File: config.mk
export PLATFORM = sky130hd
export DESIGN_NAME = mioc_bus_ctrl
export DESIGN_NICKNAME = d
export VERILOG_FILES = /design/src/rtl/mioc_pkg.sv /design/src/rtl/mioc_addr_decode.sv /design/src/rtl/mioc_bus_ctrl.sv
export SDC_FILE = /design/constraint.sdc
export NUM_CORES = 1
export LEC_CHECK = 0
export CORE_MARGIN = 8
export CORE_UTILIZATION = 43
export DETAILED_ROUTE_END_ITERATION = 6
export GPL_TIMING_DRIVEN = 0
export PLACE_DENSITY = 0.86
export SLEW_MARGIN = 25
export SYNTH_ARGS = -nofsm -noshare
export SYNTH_HDL_FRONTEND = slang
export SYNTH_SLANG_ARGS = --single-unit
File: constraint.sdc
create_clock -name clk -period 6.1 [get_ports clk]
set_clock_uncertainty 0.1 [all_clocks]
set_input_delay 1.22 -clock clk [delete_from_list [all_inputs] [get_ports clk]]
set_output_delay 1.22 -clock clk [all_outputs]
set_load 0.03 [all_outputs]
File: src/rtl/mioc_pkg.sv
// Shared definitions for the memory/IO bus controller.
//   state_t     : controller state encoding (IDLE/BUSY/DONE)
//   RAM_*/IO_*  : default inclusive address windows for slave 0 (RAM) and slave 1 (IO)
//   clog2()     : width helper for selects and the timeout counter (minimum 1)
package mioc_pkg;

  typedef enum logic [1:0] {
    IDLE = 2'd0,
    BUSY = 2'd1,
    DONE = 2'd2
  } state_t;

  localparam logic [31:0] RAM_BASE  = 32'h0000_0000;
  localparam logic [31:0] RAM_LIMIT = 32'h0000_0FFF;
  localparam logic [31:0] IO_BASE   = 32'h0000_1000;
  localparam logic [31:0] IO_LIMIT  = 32'h0000_1027;

  function automatic int unsigned clog2(input int unsigned n);
    int unsigned w;
    w = 1;
    while ((32'd1 << w) < n) w = w + 1;
    return w;
  endfunction

endpackage

File: src/rtl/mioc_addr_decode.sv
// Combinational address decoder.
//   addr : byte address to decode
//   hit  : address falls inside at least one slave window
//   sel  : index of the matching slave; lowest index wins on overlap
module mioc_addr_decode
  import mioc_pkg::*;
#(
  parameter int unsigned N_SLV = 2,
  parameter int unsigned AW    = 32,
  parameter logic [N_SLV*AW-1:0] REGION_BASE  = {IO_BASE, RAM_BASE},
  parameter logic [N_SLV*AW-1:0] REGION_LIMIT = {IO_LIMIT, RAM_LIMIT},
  localparam int unsigned SW = clog2(N_SLV)
) (
  input  logic [AW-1:0] addr,
  output logic          hit,
  output logic [SW-1:0] sel
);

  // Scan from the highest index down so the lowest matching index is written last.
  always_comb begin
    hit = 1'b0;
    sel = '0;
    for (int unsigned i = N_SLV; i > 0; i--) begin
      if (addr >= REGION_BASE[(i-1)*AW +: AW] && addr <= REGION_LIMIT[(i-1)*AW +: AW]) begin
        hit = 1'b1;
        sel = SW'(i - 1);
      end
    end
  end

endmodule

File: src/rtl/mioc_bus_ctrl.sv
// Registered single-outstanding bus controller between the CPU memory stage
// and N_SLV address-mapped slaves.
//   clk, rst_n          : clock (rising edge), asynchronous active-low reset
//   memCe/memWr         : CPU request valid / write strobe
//   memAddr/wtData      : CPU address / write data
//   rdData/memReady/memErr : completion data, one-cycle done pulse, error flag
//   slvCe/slvWe         : one-hot slave select / write enable
//   slvAddr/slvWtData   : latched address / write data toward the slave
//   slvRdData/slvAck    : per-slave read data slices / acknowledges
module mioc_bus_ctrl
  import mioc_pkg::*;
#(
  parameter int unsigned N_SLV = 2,
  parameter int unsigned AW    = 32,
  parameter int unsigned DW    = 32,
  parameter logic [N_SLV*AW-1:0] REGION_BASE  = {IO_BASE, RAM_BASE},
  parameter logic [N_SLV*AW-1:0] REGION_LIMIT = {IO_LIMIT, RAM_LIMIT},
  parameter int unsigned TIMEOUT = 16
) (
  input  logic                clk,
  input  logic                rst_n,
  input  logic                memCe,
  input  logic                memWr,
  input  logic [AW-1:0]       memAddr,
  input  logic [DW-1:0]       wtData,
  output logic [DW-1:0]       rdData,
  output logic                memReady,
  output logic                memErr,
  output logic [N_SLV-1:0]    slvCe,
  output logic                slvWe,
  output logic [AW-1:0]       slvAddr,
  output logic [DW-1:0]       slvWtData,
  input  logic [N_SLV*DW-1:0] slvRdData,
  input  logic [N_SLV-1:0]    slvAck
);

  localparam int unsigned SW = clog2(N_SLV);
  localparam int unsigned CW = clog2(TIMEOUT);

  state_t          state, state_nx;
  logic            dec_hit;
  logic [SW-1:0]   dec_sel, sel_q, sel_d;
  logic [CW-1:0]   cnt, cnt_d;
  logic            sel_ack, timeout_hit;

  logic [DW-1:0]    rd_d, wdat_d;
  logic [AW-1:0]    addr_d;
  logic [N_SLV-1:0] ce_d;
  logic             ready_d, err_d, we_d;

  mioc_addr_decode #(
    .N_SLV       (N_SLV),
    .AW          (AW),
    .REGION_BASE (REGION_BASE),
    .REGION_LIMIT(REGION_LIMIT)
  ) u_decode (
    .addr(memAddr),
    .hit (dec_hit),
    .sel (dec_sel)
  );

  assign sel_ack     = slvAck[sel_q];
  assign timeout_hit = (cnt == CW'(TIMEOUT - 1));

  always_ff @(posedge clk or negedge rst_n) begin
    if (!rst_n) state <= IDLE;
    else        state <= state_nx;
  end

  always_comb begin
    state_nx = state;
    case (state)
      IDLE:    if (memCe) state_nx = dec_hit ? BUSY : DONE;
      BUSY:    if (sel_ack || timeout_hit) state_nx = DONE;
      DONE:    state_nx = IDLE;
      default: state_nx = IDLE;
    endcase
  end

  // Computes the next value of every registered output; unchanged fields hold.
  always_comb begin
    rd_d    = rdData;
    err_d   = memErr;
    ready_d = 1'b0;
    ce_d    = slvCe;
    we_d    = slvWe;
    addr_d  = slvAddr;
    wdat_d  = slvWtData;
    sel_d   = sel_q;
    cnt_d   = '0;
    case (state)
      IDLE: begin
        if (memCe) begin
          if (dec_hit) begin
            ce_d          = '0;
            ce_d[dec_sel] = 1'b1;
            we_d          = memWr;
            addr_d        = memAddr;
            wdat_d        = wtData;
            sel_d         = dec_sel;
          end else begin
            err_d   = 1'b1;
            rd_d    = '0;
            ready_d = 1'b1;
          end
        end
      end
      BUSY: begin
        if (sel_ack) begin
          rd_d    = slvWe ? '0 : slvRdData[sel_q*DW +: DW];
          err_d   = 1'b0;
          ce_d    = '0;
          ready_d = 1'b1;
        end else if (timeout_hit) begin
          rd_d    = '0;
          err_d   = 1'b1;
          ce_d    = '0;
          ready_d = 1'b1;
        end else begin
          cnt_d = cnt + 1'b1;
        end
      end
      default: ;
    endcase
  end

  always_ff @(posedge clk or negedge rst_n) begin
    if (!rst_n) begin
      rdData    <= '0;
      memReady  <= 1'b0;
      memErr    <= 1'b0;
      slvCe     <= '0;
      slvWe     <= 1'b0;
      slvAddr   <= '0;
      slvWtData <= '0;
      sel_q     <= '0;
      cnt       <= '0;
    end else begin
      rdData    <= rd_d;
      memReady  <= ready_d;
      memErr    <= err_d;
      slvCe     <= ce_d;
      slvWe     <= we_d;
      slvAddr   <= addr_d;
      slvWtData <= wdat_d;
      sel_q     <= sel_d;
      cnt       <= cnt_d;
    end
  end

endmodule

==> results of run 1 <==
## area by class of cell
class	instances	area (µm²)
buffer	21	129
clock buffer	10	138
inverter	3	11.3
multi-input combinational	237	1730
sequential	108	2700
fill	737	2990
tap	136	170
clock inverter	6	82.6
timing repair buffer	235	2370
## per-stage QoR
stage	area [µm²]	hold WS, ns
2_1_floorplan	4570	0.349
3_3_place_gp	7080	0.369
3_5_place_dp	7110	0.374
4_1_cts	7330	0.397
5_1_grt	7330	0.422
6_report	7330	0.397
## logic make-up (layout without fill, tap and decap cells)
group	after synthesis	count (layout)	share of synthesized area [%]
simple gates	112	112	12.3
flops	108	108	59.1
mux	80	80	19.7
compound gates	43	43	5.37
buf+inv	24	275	3.07
fa+ha+maj	1	1	0.274
xor+xnor	1	1	0.192
## flip-flops by register name (all words and copies together), names as in the netlist
name / flops
slvCe: 2
slvAddr: 32
cnt: 4
memErr: 1
state: 2
slvWe: 1
slvWtData: 32
sel_q: 1
memReady: 1
rdData: 32
## layout by cell type (no fill, tap or decap), types with 3 or more instances in the layout
master / Yosys / final
buf_8: 3 / 3
and3_1: 3 / 3
nor2b_1: 14 / 14
clkbuf_2: 3 / 3
dfrtp_1: 108 / 108
o21ai_0: 34 / 34
nor2_1: 3 / 3
and2b_2: 6 / 6
clkdlybuf4s50_1: 0 / 233
clkbuf_8: 0 / 10
inv_1: 3 / 3
clkbuf_1: 12 / 12
nand2_1: 66 / 66
or2_2: 3 / 3
nor4_1: 6 / 6
mux2_2: 78 / 78
## power by group
| group | leakage [nW] | switching [mW] | internal [mW] |
|---|---|---|---|
| sequential | 1.50 | 0.00321 | 0.720 |
| clock | 0.108 | 0.253 | 0.210 |
| combinational | 1.58 | 0.0500 | 0.0973 |
| total | 3.19 | 0.307 | 1.03 |
## metal layers
layer | share of wire [%] | vias up | wire (µm)
li1 | - | 1757 | -
met1 | 37 | 1851 | 5000
met2 | 54 | 122 | 7240
met3 | 8.2 | 14 | 1100
met4 | 1.2 | 0 | 166
met5 | 0 | - | 0
## path summary, 6_finish.rpt
path / endpoint / cells after the start / startpoint / slack (ns)
max: slvWtData[11] / 6 / memAddr[15] / 2.74
min in group asynchronous: slvWtData[19] / 1 / rst_n / 0.66
min reg2reg: slvWtData[10] / 1 / slvWtData[10] / 0.40
max reg2reg: rdData[0] / 7 / sel_q / 3.60
max in group asynchronous: rdData[25] / 2 / rst_n / 4.58
min: slvWtData[10] / 1 / slvWtData[10] / 0.40
==> impl_metrics.json, run 1 <==
{
  "start_kind": "input port",
  "cp_num_buf_inv": 2,
  "grtUsageMet1_pct": 19.8,
  "cp_top_family": "simple AND/OR/NAND/NOR gates",
  "syn-num-nets": 504,
  "max_slew_margin_pct": 63.4,
  "synth.most_common_cell": "dfrtp_1",
  "start_util_pct": 44.3,
  "fin_util_pct": 71.0,
  "post-place-ws_ns": 2.32,
  "grtUsageMet3_pct": 7.65,
  "overflow": 0,
  "ios": 235,
  "cts-htree-levels": 3,
  "synthCells": 369,
  "cp_data_arrival_time_ns": 3.52,
  "slew_viol_final": 0,
  "coreArea_um2": 10300,
  "synth_cell_types": 38,
  "cts_root_buffer": "clkbuf_8",
  "drtIter0Drc": 106,
  "max_slew.worst_pin.slew_ns": 0.545,
  "syn_avg_cell_area_um2": 12.4,
  "clk_latency_ns": 0.36,
  "ant_nets": 0,
  "grt_max_degree": 64,
  "p_leak_nw": 3.19,
  "cp-end-kind": "register",
  "crit_chain": "clkdlybuf4s50_1, nor4_1, nand4_1, nor4_4, clkbuf_1, mux2_2",
  "ctsResizeCount": 0,
  "grt.total_usage_pct": 19.2,
  "use_met2_pct": 35.4,
  "die_area_um2": 14200,
  "drcViolationCount": 0,
  "min_period_ns": 3.36,
  "p_per_area_nw_per_um2": 182,
  "dieHeight_um": 119,
  "routed_wl_um": 13500,
  "rows": 37,
  "clockBufferDepth": 2,
  "antenna_found_initial": 0,
  "stdcell_count": 756,
  "hpwl_um": 10900,
  "ys.warnings.count": 0,
  "post_cts_buffers": 0,
  "synth_edf_count": 0,
  "hold_class": "register to register",
  "yosys_register_bits": 108,
  "place_congestion": 0.774,
  "finalSetupViolations": 0,
  "cts_buffers": 9,
  "via_count": 3744,
  "rsz0062_at_grt": "no",
  "cpMaxStageDelayCell": "nor4_4",
  "hold_violations": 0,
  "synthTopCellsByArea": "dfrtp_1 (59%), mux2_2 (19%), nand2_1 (5.4%)",
  "total_power_mw": 1.33,
  "via_per_inst": 4.95,
  "placed_cells": 740,
  "finalCritPeriodShare_pct": 55.1,
  "first_pass_iters": 4,
  "port_buffers": 234,
  "clock.fmax_mhz": 297,
  "ir_worst_vdd_mv": 0.126,
  "maxCapViolCount": 0,
  "wl_per_cell_um": 17.9,
  "clk_pin_slew_worst_paths_ns": 0.11,
  "synth_commonest_cells": "dfrtp_1 (108), mux2_2 (78), nand2_1 (66)",
  "drive_gt1_share_pct": 18.9,
  "synthFlopType": "dfrtp_1",
  "ys_seq_area_share_pct": 59.1,
  "cts.sinks": 108,
  "critPathKind": "input port to register",
  "hold_buffers": 0,
  "cts_tree": "done",
  "worst-path-max-fanout": 10,
  "status": "complete, no violations",
  "grt_pass1_wl_um": 21900,
  "globalRoute.busiestLayer": "met2",
  "die_w_um": 119,
  "first_global_vias": 4189,
  "syn-cell-area_um2": 4570,
  "crit_required_ns": 6.26,
  "area.growth.synth_to_final_pct": 60.4,
  "diodes": 0,
  "slowest_delay_ns": 0.41,
  "synth_area_leader_cell": "dfrtp_1",
  "async_flop_share_pct": 100,
  "synth_top_area_share_pct": 59.1,
  "finalSetupTns_ns": 0,
  "fin_nets": 750,
  "setup_ws_ns": 2.74
}
Note: power is estimated with default switching activity, not from simulation.
==> run 2: changes to the inputs <==
- CORE_UTILIZATION: 43 -> 36
- PLACE_DENSITY: 0.86 -> 0.77
- clock period: 6.1 -> 2.8 ns (I/O delays scaled with it)
==> impl_metrics.json, run 2 (synthesized netlist as in run 1, its figures left out) <==
{
  "clk_pin_slew_worst_paths_ns": 0.07,
  "ios": 235,
  "via_count": 3684,
  "coreArea_um2": 12500,
  "hold_class": "input port to async pin",
  "critPathKind": "input port to register",
  "cpMaxStageDelayCell": "or4_1",
  "status": "complete, no violations",
  "reg_top3": "rdData x32, slvAddr x32, slvWtData x32",
  "p_leak_nw": 3.26,
  "wl_per_cell_um": 17.1,
  "routed_wl_um": 13600,
  "crit_required_ns": 2.94,
  "area.growth.synth_to_final_pct": 64.3,
  "cp_top_family": "buffers and inverters",
  "rows": 41,
  "via_per_inst": 4.65,
  "overflow": 0,
  "drive_gt1_share_pct": 19.2,
  "drtIter0Drc": 183,
  "first_global_vias": 4160,
  "cts-htree-levels": 3,
  "place_congestion": 0.841,
  "first_pass_iters": 4,
  "worst-path-max-fanout": 10,
  "rsz0062_at_grt": "no",
  "cp_num_buf_inv": 3,
  "cts_tree": "done",
  "hpwl_um": 10800,
  "die_w_um": 129,
  "fin_nets": 751,
  "die_area_um2": 16600,
  "total_power_mw": 3.34,
  "max_slew_margin_pct": 59.4,
  "cts_buffers": 9,
  "drcViolationCount": 0,
  "clockBufferDepth": 2,
  "grt.total_usage_pct": 16.6,
  "fin_util_pct": 60.0,
  "cts.sinks": 108,
  "maxCapViolCount": 0,
  "port_buffers": 234,
  "antenna_found_initial": 0,
  "grt_pass1_wl_um": 21500,
  "clk_latency_ns": 0.35,
  "hold_buffers": 0,
  "ir_worst_vdd_mv": 0.372,
  "start_util_pct": 36.5,
  "grt_max_degree": 63,
  "final_cell_mix": "clkdlybuf4s50_1 (233), dfrtp_1 (108), mux2_2 (78)",
  "setup_ws_ns": 0.162,
  "start_kind": "input port",
  "slew_viol_final": 0,
  "dieHeight_um": 129,
  "finalCritPeriodShare_pct": 94.2,
  "diodes": 0,
  "cp-end-kind": "register",
  "slowest_delay_ns": 0.57,
  "max_slew.worst_pin.slew_ns": 0.604,
  "cts_root_buffer": "clkbuf_16",
  "cp_data_arrival_time_ns": 2.77,
  "hold_violations": 0,
  "crit_chain": "clkdlybuf4s50_1, or4_1, o31a_1, nor4_4, buf_6, buf_8, mux2_2",
  "mostFrequentLayoutCell": "clkdlybuf4s50_1",
  "ant_nets": 0,
  "min_period_ns": 2.64,
  "p_per_area_nw_per_um2": 444,
  "post-place-ws_ns": -0.302,
  "clock.fmax_mhz": 379,
  "finalSetupViolations": 0
}
[run 2: power by group]
| group | internal (mW) | total (mW) | switching, mW |
|---|---|---|---|
| Sequential | 1.57 | 1.58 | 0.00663 |
| Combinational | 0.212 | 0.323 | 0.110 |
| Clock | 0.876 | 1.44 | 0.562 |
| Total | 2.66 | 3.34 | 0.679 |
[run 2: layout make-up]
class                           instances  area [µm²]
Buffer                                 21         130
Inverter                                3        11.3
Tap cell                              172         215
Clock inverter                          6         111
Clock buffer                           10         229
Multi-Input combinational cell        237        1730
Sequential cell                       108        2700
Fill cell                            1086        5010
Timing Repair Buffer                  236        2380
[run 2: final timing paths]
check	to	depth (start not counted)	slack, ns	start
worst min register to register	cnt[0]	1	0.39	cnt[0]
worst max register to register	rdData[30]	7	0.36	sel_q
min in group clk	cnt[0]	1	0.39	cnt[0]
worst min-delay path	slvWtData[5]	1	0.03	rst_n
max in group asynchronous	rdData[20]	2	1.91	rst_n
worst max-delay path	slvWtData[31]	7	0.16	memAddr[7]
[run 2: per-layer routing]
layer	part of all wire, %	vias to the layer above	global-route usage (%)
met2	53	129	29.7
met3	10	10	7.45
met5	0	-	0
met4	0.86	0	5.04
li1	-	1756	-
met1	35	1789	17.1
[run 2: per-stage QoR]
step	instances	cell area, µm²	TNS, ns	hold slack (ns)
2_1_floorplan	369	4570	0	0.164
3_3_place_gp	775	7130	-320.91	0.370
3_5_place_dp	776	7160	-16.11	0.378
4_1_cts	792	7500	0	0.0341
5_1_grt	793	7510	0	0.0582
6_report	793	7510	0	0.0291
[run 2: timing repair]
item                                    4_1_cts  5_1_grt
gates resized for setup                       0        3
endpoints found under the setup margin        0       27
setup buffers                                 0        1
